**config.mk**
```make
export PLATFORM = sky130hd
export DESIGN_NAME = decode_stage_flat
export DESIGN_NICKNAME = d
export VERILOG_FILES = /design/src/rtl/decode_stage_if.sv /design/src/rtl/decode_stage.sv /design/src/flat_wrapper.sv
export SDC_FILE = /design/constraint.sdc
export NUM_CORES = 2
export LEC_CHECK = 0
export BUFFER_PORTS_ARGS = -buffer_cell sky130_fd_sc_hd__clkbuf_2
export CAP_MARGIN = 20
export CORE_ASPECT_RATIO = 0.8
export CORE_MARGIN = 4
export CORE_UTILIZATION = 30
export CTS_BUF_LIST = sky130_fd_sc_hd__clkbuf_4
export DETAILED_ROUTE_END_ITERATION = 7
export PLACE_DENSITY_LB_ADDON = 0.08
export SLEW_MARGIN = 0
export SYNTH_ARGS = -nofsm -noshare
export SYNTH_HDL_FRONTEND = slang
export SYNTH_SLANG_ARGS = --single-unit
```
**constraint.sdc**
```tcl
create_clock -name clk -period 4.3 [get_ports clk]
set_input_delay 0.215 -clock clk [delete_from_list [all_inputs] [get_ports clk]]
set_output_delay 0.215 -clock clk [all_outputs]
set_load 0.1 [all_outputs]
```
**src/rtl/decode_stage_if.sv**
```systemverilog
// Bundle between fetch (B side), write-back (E side) and the decode stage's execute-facing register (C side).
// The slave modport is the decode stage's view; the master is whatever drives and consumes it.
interface decode_stage_if #(
    parameter int DATA_WIDTH = 32
);
    logic [31:0]           InstrB;
    logic [DATA_WIDTH-1:0] PCB;
    logic [DATA_WIDTH-1:0] PCPlus4B;
    logic                  FlushC;
    logic                  RegWriteE;
    logic [4:0]            RdE;
    logic [DATA_WIDTH-1:0] ResultE;

    logic [DATA_WIDTH-1:0] RD1C;
    logic [DATA_WIDTH-1:0] RD2C;
    logic [DATA_WIDTH-1:0] ImmExtC;
    logic [DATA_WIDTH-1:0] PCC;
    logic [DATA_WIDTH-1:0] PCPlus4C;
    logic [4:0]            Rs1C;
    logic [4:0]            Rs2C;
    logic [4:0]            RdC;
    logic [2:0]            Funct3C;
    logic                  RegWriteC;
    logic                  MemWriteC;
    logic                  JumpC;
    logic                  BranchC;
    logic                  ALUSrcC;
    logic                  ALUSrcAC;
    logic [1:0]            ResultSrcC;
    logic [3:0]            ALUControlC;
    logic                  IllegalC;

    modport slave (
        input  InstrB, PCB, PCPlus4B, FlushC, RegWriteE, RdE, ResultE,
        output RD1C, RD2C, ImmExtC, PCC, PCPlus4C, Rs1C, Rs2C, RdC, Funct3C,
               RegWriteC, MemWriteC, JumpC, BranchC, ALUSrcC, ALUSrcAC,
               ResultSrcC, ALUControlC, IllegalC
    );

    modport master (
        output InstrB, PCB, PCPlus4B, FlushC, RegWriteE, RdE, ResultE,
        input  RD1C, RD2C, ImmExtC, PCC, PCPlus4C, Rs1C, Rs2C, RdC, Funct3C,
               RegWriteC, MemWriteC, JumpC, BranchC, ALUSrcC, ALUSrcAC,
               ResultSrcC, ALUControlC, IllegalC
    );
endinterface

```
**src/rtl/decode_stage.sv**
```systemverilog
// RV32I decode stage: control decode, immediate generation, register file with write-through,
// and the C-side pipeline register with two-deep flush bubbling.
//
// state          | meaning
// FLUSH_IDLE     | normal flow; decoded control passes into the C register
// FLUSH_PENDING  | a flush hit last edge; the wrong-path instruction now in B is bubbled
module decode_stage #(
    parameter int DATA_WIDTH = 32,
    parameter int NUM_REGS   = 32
) (
    input  logic                 clk,
    input  logic                 rst_n,
    decode_stage_if.slave        bus
);
    localparam logic [6:0] OP_R      = 7'b0110011;
    localparam logic [6:0] OP_I_ALU  = 7'b0010011;
    localparam logic [6:0] OP_LOAD   = 7'b0000011;
    localparam logic [6:0] OP_STORE  = 7'b0100011;
    localparam logic [6:0] OP_BRANCH = 7'b1100011;
    localparam logic [6:0] OP_JAL    = 7'b1101111;
    localparam logic [6:0] OP_JALR   = 7'b1100111;
    localparam logic [6:0] OP_LUI    = 7'b0110111;
    localparam logic [6:0] OP_AUIPC  = 7'b0010111;

    localparam logic [3:0] ALU_ADD   = 4'd0;
    localparam logic [3:0] ALU_SUB   = 4'd1;
    localparam logic [3:0] ALU_AND   = 4'd2;
    localparam logic [3:0] ALU_OR    = 4'd3;
    localparam logic [3:0] ALU_XOR   = 4'd4;
    localparam logic [3:0] ALU_SLT   = 4'd5;
    localparam logic [3:0] ALU_SLTU  = 4'd6;
    localparam logic [3:0] ALU_SLL   = 4'd7;
    localparam logic [3:0] ALU_SRL   = 4'd8;
    localparam logic [3:0] ALU_SRA   = 4'd9;
    localparam logic [3:0] ALU_PASSB = 4'd10;

    typedef enum logic {
        FLUSH_IDLE,
        FLUSH_PENDING
    } flush_state_t;

    flush_state_t state, state_next;
    logic         bubble;

    logic [31:0] instr;
    logic [6:0]  opcode;
    logic [2:0]  funct3;
    logic        funct7_b5;
    logic [4:0]  rs1, rs2, rd;

    logic                  dec_reg_write;
    logic                  dec_mem_write;
    logic                  dec_jump;
    logic                  dec_branch;
    logic                  dec_alu_src;
    logic                  dec_alu_src_a;
    logic [1:0]            dec_result_src;
    logic [3:0]            dec_alu_ctrl;
    logic                  dec_illegal;
    logic [DATA_WIDTH-1:0] imm_ext;

    logic [DATA_WIDTH-1:0] regs [1:NUM_REGS-1];
    logic [DATA_WIDTH-1:0] rd1, rd2;

    assign instr     = bus.InstrB;
    assign opcode    = instr[6:0];
    assign rd        = instr[11:7];
    assign funct3    = instr[14:12];
    assign rs1       = instr[19:15];
    assign rs2       = instr[24:20];
    assign funct7_b5 = instr[30];

    // funct3 -> ALU op; SUB only exists for R-type, SRA/SRAI for both
    function automatic logic [3:0] alu_from_funct(input logic [2:0] f3, input logic f7b5,
                                                  input logic allow_sub);
        logic [3:0] op;
        op = ALU_ADD;
        case (f3)
            3'b000:  op = (allow_sub && f7b5) ? ALU_SUB : ALU_ADD;
            3'b001:  op = ALU_SLL;
            3'b010:  op = ALU_SLT;
            3'b011:  op = ALU_SLTU;
            3'b100:  op = ALU_XOR;
            3'b101:  op = f7b5 ? ALU_SRA : ALU_SRL;
            3'b110:  op = ALU_OR;
            default: op = ALU_AND;
        endcase
        return op;
    endfunction

    always_comb begin
        dec_reg_write  = 1'b0;
        dec_mem_write  = 1'b0;
        dec_jump       = 1'b0;
        dec_branch     = 1'b0;
        dec_alu_src    = 1'b0;
        dec_alu_src_a  = 1'b0;
        dec_result_src = 2'b00;
        dec_alu_ctrl   = ALU_ADD;
        dec_illegal    = 1'b0;
        imm_ext        = '0;
        case (opcode)
            OP_R: begin
                dec_reg_write = 1'b1;
                dec_alu_ctrl  = alu_from_funct(funct3, funct7_b5, 1'b1);
            end
            OP_I_ALU: begin
                dec_reg_write = 1'b1;
                dec_alu_src   = 1'b1;
                dec_alu_ctrl  = alu_from_funct(funct3, funct7_b5, 1'b0);
                imm_ext       = {{20{instr[31]}}, instr[31:20]};
            end
            OP_LOAD: begin
                dec_reg_write  = 1'b1;
                dec_alu_src    = 1'b1;
                dec_result_src = 2'b01;
                imm_ext        = {{20{instr[31]}}, instr[31:20]};
            end
            OP_STORE: begin
                dec_mem_write = 1'b1;
                dec_alu_src   = 1'b1;
                imm_ext       = {{20{instr[31]}}, instr[31:25], instr[11:7]};
            end
            OP_BRANCH: begin
                dec_branch   = 1'b1;
                dec_alu_ctrl = ALU_SUB;
                imm_ext      = {{19{instr[31]}}, instr[31], instr[7], instr[30:25],
                                instr[11:8], 1'b0};
            end
            OP_JAL: begin
                dec_jump       = 1'b1;
                dec_reg_write  = 1'b1;
                dec_result_src = 2'b10;
                imm_ext        = {{11{instr[31]}}, instr[31], instr[19:12], instr[20],
                                  instr[30:21], 1'b0};
            end
            OP_JALR: begin
                dec_jump       = 1'b1;
                dec_reg_write  = 1'b1;
                dec_result_src = 2'b10;
                dec_alu_src    = 1'b1;
                imm_ext        = {{20{instr[31]}}, instr[31:20]};
            end
            OP_LUI: begin
                dec_reg_write = 1'b1;
                dec_alu_src   = 1'b1;
                dec_alu_ctrl  = ALU_PASSB;
                imm_ext       = {instr[31:12], 12'b0};
            end
            OP_AUIPC: begin
                dec_reg_write = 1'b1;
                dec_alu_src   = 1'b1;
                dec_alu_src_a = 1'b1;
                imm_ext       = {instr[31:12], 12'b0};
            end
            default: dec_illegal = 1'b1;
        endcase
    end

    // Write-through: a same-cycle write to a source register is seen by this read
    always_comb begin
        rd1 = '0;
        rd2 = '0;
        if (rs1 != 5'd0)
            rd1 = (bus.RegWriteE && bus.RdE == rs1) ? bus.ResultE : regs[rs1];
        if (rs2 != 5'd0)
            rd2 = (bus.RegWriteE && bus.RdE == rs2) ? bus.ResultE : regs[rs2];
    end

    always_ff @(posedge clk) begin
        if (!rst_n) begin
            for (int i = 1; i < NUM_REGS; i++)
                regs[i] <= '0;
        end else if (bus.RegWriteE && bus.RdE != 5'd0) begin
            regs[bus.RdE] <= bus.ResultE;
        end
    end

    always_ff @(posedge clk) begin
        if (!rst_n)
            state <= FLUSH_IDLE;
        else
            state <= state_next;
    end

    always_comb begin
        state_next = state;
        bubble     = 1'b0;
        case (state)
            FLUSH_IDLE: begin
                if (bus.FlushC) begin
                    bubble     = 1'b1;
                    state_next = FLUSH_PENDING;
                end
            end
            FLUSH_PENDING: begin
                bubble     = 1'b1;
                state_next = bus.FlushC ? FLUSH_PENDING : FLUSH_IDLE;
            end
            default: state_next = FLUSH_IDLE;
        endcase
    end

    // Datapath fields always advance; a bubble only clears the control bits
    always_ff @(posedge clk) begin
        if (!rst_n) begin
            bus.RD1C        <= '0;
            bus.RD2C        <= '0;
            bus.ImmExtC     <= '0;
            bus.PCC         <= '0;
            bus.PCPlus4C    <= '0;
            bus.Rs1C        <= '0;
            bus.Rs2C        <= '0;
            bus.RdC         <= '0;
            bus.Funct3C     <= '0;
            bus.RegWriteC   <= 1'b0;
            bus.MemWriteC   <= 1'b0;
            bus.JumpC       <= 1'b0;
            bus.BranchC     <= 1'b0;
            bus.ALUSrcC     <= 1'b0;
            bus.ALUSrcAC    <= 1'b0;
            bus.ResultSrcC  <= 2'b00;
            bus.ALUControlC <= 4'd0;
            bus.IllegalC    <= 1'b0;
        end else begin
            bus.RD1C        <= rd1;
            bus.RD2C        <= rd2;
            bus.ImmExtC     <= imm_ext;
            bus.PCC         <= bus.PCB;
            bus.PCPlus4C    <= bus.PCPlus4B;
            bus.Rs1C        <= rs1;
            bus.Rs2C        <= rs2;
            bus.RdC         <= rd;
            bus.Funct3C     <= funct3;
            bus.ALUSrcC     <= dec_alu_src;
            bus.ALUSrcAC    <= dec_alu_src_a;
            bus.ResultSrcC  <= dec_result_src;
            bus.ALUControlC <= dec_alu_ctrl;
            bus.RegWriteC   <= dec_reg_write & ~bubble;
            bus.MemWriteC   <= dec_mem_write & ~bubble;
            bus.JumpC       <= dec_jump & ~bubble;
            bus.BranchC     <= dec_branch & ~bubble;
            bus.IllegalC    <= dec_illegal & ~bubble;
        end
    end
endmodule
```
**src/flat_wrapper.sv**
```systemverilog
// flat-port wrapper written by rule: the top's interface ports become plain ports
module decode_stage_flat 
#(
    parameter int DATA_WIDTH = 32,
    parameter int NUM_REGS   = 32
)
  (clk, rst_n, bus_InstrB, bus_PCB, bus_PCPlus4B, bus_FlushC, bus_RegWriteE, bus_RdE, bus_ResultE, bus_RD1C, bus_RD2C, bus_ImmExtC, bus_PCC, bus_PCPlus4C, bus_Rs1C, bus_Rs2C, bus_RdC, bus_Funct3C, bus_RegWriteC, bus_MemWriteC, bus_JumpC, bus_BranchC, bus_ALUSrcC, bus_ALUSrcAC, bus_ResultSrcC, bus_ALUControlC, bus_IllegalC);
  decode_stage_if #(.DATA_WIDTH(DATA_WIDTH)) bus_i ();
  input  logic clk;
  input  logic rst_n;
  input wire logic [$bits(bus_i.InstrB)-1:0] bus_InstrB;
  input wire logic [$bits(bus_i.PCB)-1:0] bus_PCB;
  input wire logic [$bits(bus_i.PCPlus4B)-1:0] bus_PCPlus4B;
  input wire logic [$bits(bus_i.FlushC)-1:0] bus_FlushC;
  input wire logic [$bits(bus_i.RegWriteE)-1:0] bus_RegWriteE;
  input wire logic [$bits(bus_i.RdE)-1:0] bus_RdE;
  input wire logic [$bits(bus_i.ResultE)-1:0] bus_ResultE;
  output wire logic [$bits(bus_i.RD1C)-1:0] bus_RD1C;
  output wire logic [$bits(bus_i.RD2C)-1:0] bus_RD2C;
  output wire logic [$bits(bus_i.ImmExtC)-1:0] bus_ImmExtC;
  output wire logic [$bits(bus_i.PCC)-1:0] bus_PCC;
  output wire logic [$bits(bus_i.PCPlus4C)-1:0] bus_PCPlus4C;
  output wire logic [$bits(bus_i.Rs1C)-1:0] bus_Rs1C;
  output wire logic [$bits(bus_i.Rs2C)-1:0] bus_Rs2C;
  output wire logic [$bits(bus_i.RdC)-1:0] bus_RdC;
  output wire logic [$bits(bus_i.Funct3C)-1:0] bus_Funct3C;
  output wire logic [$bits(bus_i.RegWriteC)-1:0] bus_RegWriteC;
  output wire logic [$bits(bus_i.MemWriteC)-1:0] bus_MemWriteC;
  output wire logic [$bits(bus_i.JumpC)-1:0] bus_JumpC;
  output wire logic [$bits(bus_i.BranchC)-1:0] bus_BranchC;
  output wire logic [$bits(bus_i.ALUSrcC)-1:0] bus_ALUSrcC;
  output wire logic [$bits(bus_i.ALUSrcAC)-1:0] bus_ALUSrcAC;
  output wire logic [$bits(bus_i.ResultSrcC)-1:0] bus_ResultSrcC;
  output wire logic [$bits(bus_i.ALUControlC)-1:0] bus_ALUControlC;
  output wire logic [$bits(bus_i.IllegalC)-1:0] bus_IllegalC;
  assign bus_i.InstrB = bus_InstrB;
  assign bus_i.PCB = bus_PCB;
  assign bus_i.PCPlus4B = bus_PCPlus4B;
  assign bus_i.FlushC = bus_FlushC;
  assign bus_i.RegWriteE = bus_RegWriteE;
  assign bus_i.RdE = bus_RdE;
  assign bus_i.ResultE = bus_ResultE;
  assign bus_RD1C = bus_i.RD1C;
  assign bus_RD2C = bus_i.RD2C;
  assign bus_ImmExtC = bus_i.ImmExtC;
  assign bus_PCC = bus_i.PCC;
  assign bus_PCPlus4C = bus_i.PCPlus4C;
  assign bus_Rs1C = bus_i.Rs1C;
  assign bus_Rs2C = bus_i.Rs2C;
  assign bus_RdC = bus_i.RdC;
  assign bus_Funct3C = bus_i.Funct3C;
  assign bus_RegWriteC = bus_i.RegWriteC;
  assign bus_MemWriteC = bus_i.MemWriteC;
  assign bus_JumpC = bus_i.JumpC;
  assign bus_BranchC = bus_i.BranchC;
  assign bus_ALUSrcC = bus_i.ALUSrcC;
  assign bus_ALUSrcAC = bus_i.ALUSrcAC;
  assign bus_ResultSrcC = bus_i.ResultSrcC;
  assign bus_ALUControlC = bus_i.ALUControlC;
  assign bus_IllegalC = bus_i.IllegalC;
  decode_stage #(.DATA_WIDTH(DATA_WIDTH), .NUM_REGS(NUM_REGS)) u_core (.clk(clk), .rst_n(rst_n), .bus(bus_i));
endmodule
```
==> run metrics <==
xor and xnor area share after synthesis=0.143%; FF+latch count, synth=1216; net switching share of the total power=29.7%; worst clock skew=0.0937 ns; Fmax=between 200 and 300 MHz; async set-or-reset flop fraction in the synthesized netlist=0%; multiplexer area fraction after synthesis=about a fifth; run status=complete, no violations; Required @ worst endpoint=roughly 5.5 ns; most common library cell in the layout ignoring fill and taps=edfxtp_1; initial core utilization=30.3%; area share of and/or/nand/nor cells after synthesis=13.0%; PnR Total Power=29.5 mW; crit-path leading delay family=buffers and inverters; detailed router's first-iteration violation count=4012; Placed Cells incl. Taps=7235; count of placed standard cells in the final layout, fillers left out=about 8200; global placement routability congestion=0.793; height of the die=~410 um; post-synthesis instance area=61000 sq um; number of nets in the layout=5395; path length in cells of the critical path=10; Non-Filler Cell Area, Final=74200 sq um; Worst-path clk slew=0.08 ns; filler cell count in the final layout=between 15000 and 20000; share of final-layout standard cells stronger than drive strength 1=30.1%; global-route wire length before repair=355 mm; final antenna-violating net count=0; total half-perimeter wirelength after legalization and detailed placement=156 mm; Final min period=~3.7 ns; cell-internal power=approximately 21 mW; share of power burned in combinational logic=~15%; number of gates resized after cts=0; total number of vias=43700; portion of the post-synthesis area used by sequential elements=56.7%; detail-routed via count per cell=~5.3; dominant combinational cell family by area after synthesis=multiplexers; max-cap viol count=0; Worst-Skew Late Latency=1.38 ns; count of buffering cells on the critical path with inverters included=5; Sinks on Clock Net=1216; TritonCTS Buffers=361; setup violators final=0; adder-cell area share of the yosys netlist=0%; pwr dens=398 nW/um^2; wire length after detailed routing=256 mm; highest-count cells in the layout ignoring fill and taps=1024 x edfxtp_1, 774 x and2_1, 554 x clkbuf_4; distinct cell type count of the synthesized netlist=roughly 70; number of levels the H-tree was split into=5; Detailed Routing Iterations Pass 1=6; largest vdd supply drop=0.284 mV; transition at the pin with the smallest max-transition slack=about 1.1 ns; share of the synthesized area in compound gates (AO/OA/AOI/OAI)=under 10%; number of synthesis warnings=0; DIE WIDTH=512 um; CP Cell Sequence=dlygate4sd3_1 -> buf_6 -> buf_4 -> xor2_1 -> nor2_1 -> dlygate4sd3_1 -> and3_2 -> dlygate4sd3_1 -> nand2_1 -> o31ai_1; slew margin rel.=27.6%; Switch Pwr=~8.8 mW; vias in the first global route=44600; floorplan die area=211000 sq um; area grow syn2layout=21.6%; worst reg2reg endpoint=u_core.bus.RD2C[28]; crit path kind=in2reg; cell occurring most often along the worst timing path=dlygate4sd3_1; cell depth of the worst flop-to-flop path=5; Data arrival, critical path=slightly below 5 ns; total negative setup slack=0 ns; largest stage delay on the critical path=1.28 ns; leak pwr=27.0 nW; post-cts hold buffer count=342; fin util=approximately 37%; remaining global-route overflow=0; Post-synth EDFFs=1024; Reg2Reg Setup Slack=2.03 ns; post-place instance area=66300 sq um; number of antenna violations at the first check in global routing=22; setup repair after global routing missed its margin=false; Placement Rows=147; Longest Clk Path Bufs=4; number of top-level pins=328; Max Transition Viols Final=0; prevailing post-synth register cell=edfxtp_1; type of origin of the critical path=input pin; part of the total power dissipated in sequential elements=a little under half; clock tree from TritonCTS=built; global-route usage over all layers=23.7%; number of buffers added on ports=about 330; startpoint of the worst-slack reg-to-reg timing path=u_core.regs[23][28]; DR DRC count=0; slack of the critical path=approximately 0.63 ns; average cell area after synthesis=13.6 sq um; clock root buffer=clkbuf_4; capture point of the critical path=u_core.bus.RD1C[14]; largest net degree at the start of global routing=71; critical path capture point type=register; post-detailed-route wirelength per cell=around 31 um; final hold violation count=0; Hold Slack=0.163 ns; slowest library cell on the worst path=dlygate4sd3_1; clock network fraction of total power=between 30% and 40%; count of mapped cells out of synthesis=about 4500; post-route clock period utilization=85.3%; Std-Cell Core Area=202000 sq um; hold crit path type=in2reg; Crit Path Max Fanout=30; minimum setup slack after placement=1.04 ns; Post-CTS Setup Bufs=0; Critical Path Source=bus_InstrB[17]
## synthesized netlist by cell type (24+ instances only)
cell type | instances | area share, %
buf_6 | 38 | 0.70
a22o_1 | 36 | 0.52
and2_1 | 775 | 7.9
nand3_1 | 24 | 0.20
edfxtp_1 | 1024 | 50
clkbuf_1 | 330 | 2.0
mux4_2 | 282 | 10
a22oi_1 | 93 | 1.1
o22ai_1 | 118 | 1.2
nor3_1 | 360 | 3.0
mux2i_1 | 399 | 6.5
nor2_1 | 84 | 0.52
o21ai_0 | 55 | 0.45
nand2_1 | 69 | 0.42
buf_4 | 26 | 0.32
a221oi_1 | 53 | 0.76
mux2_2 | 184 | 3.4
buf_2 | 62 | 0.51
dfxtp_1 | 192 | 6.3
a21oi_1 | 43 | 0.35
## layout make-up
| class | instances | area [sq um] | share of cell area, % |
|---|---|---|---|
| antenna | 19 | 47.5 | 0.0641 |
| clock buffer | 554 | 4160 | 5.60 |
| tap | 2682 | 3360 | 4.52 |
| sequential | 1216 | 34600 | 46.6 |
| timing repair buffer | 873 | 7150 | 9.63 |
| clock inverter | 63 | 244 | 0.329 |
| multi-input combinational | 2794 | 24600 | 33.2 |
| inverter | 12 | 45.0 | 0.0607 |
## layer usage
metal	up-vias	GRT usage [%]	wire length [um]
met5	-	0	0
met4	0	7.06	6980
met3	398	4.25	14500
met2	1618	37.9	118000
met1	22800	32.8	116000
li1	18900	-	-
## power groups by stage
stage	Sequential (mW)	Clock [mW]	Combinational, mW
global placement	14.0	0	4.34
detailed placement	14.0	0	4.34
CTS	13.8	11.5	4.59
global route	13.9	12.2	4.75
floorplan	14.7	0	2.01
finish	13.8	11.2	4.55
## state kept, by name, summed over array words and instances (netlist names), 3 cells and up
register / count
u_core.bus.PCC: 32
u_core.bus.Funct3C: 3
u_core.bus.PCPlus4C: 32
u_core.bus.RD2C: 32
u_core.bus.RdC: 5
u_core.bus.Rs1C: 5
u_core.regs: 1024
u_core.bus.Rs2C: 5
u_core.bus.RD1C: 32
u_core.bus.ImmExtC: 32
u_core.bus.ALUControlC: 4
## logic make-up after synthesis
logic type	Yosys count
AO/OA/AOI/OAI	487
multiplexers	865
AND/OR/NAND/NOR	1400
buffers and inverters	502
other	1
flip-flops	1216
XOR/XNOR	10
## worst min-delay path by stage
stage	startpoint	end	cells after the start
floorplan	bus_InstrB[4]	u_core.bus.ResultSrcC[0]	1
detailed placement	bus_ResultE[13]	u_core.regs[0][13]	1
global placement	bus_ResultE[13]	u_core.regs[0][13]	1
finish	bus_ResultE[5]	u_core.bus.RD2C[5]	4
global route	bus_ResultE[25]	u_core.regs[0][25]	3
CTS	bus_InstrB[5]	u_core.bus.ResultSrcC[0]	4
## tightest hold or removal path, delay by kind of cell
family	cells	cell delay, ns
buffers and inverters	2	0.99
AND/OR/NAND/NOR	1	0.18
AO/OA/AOI/OAI	1	0.09
No activity file was read; power rests on OpenSTA's default activity.
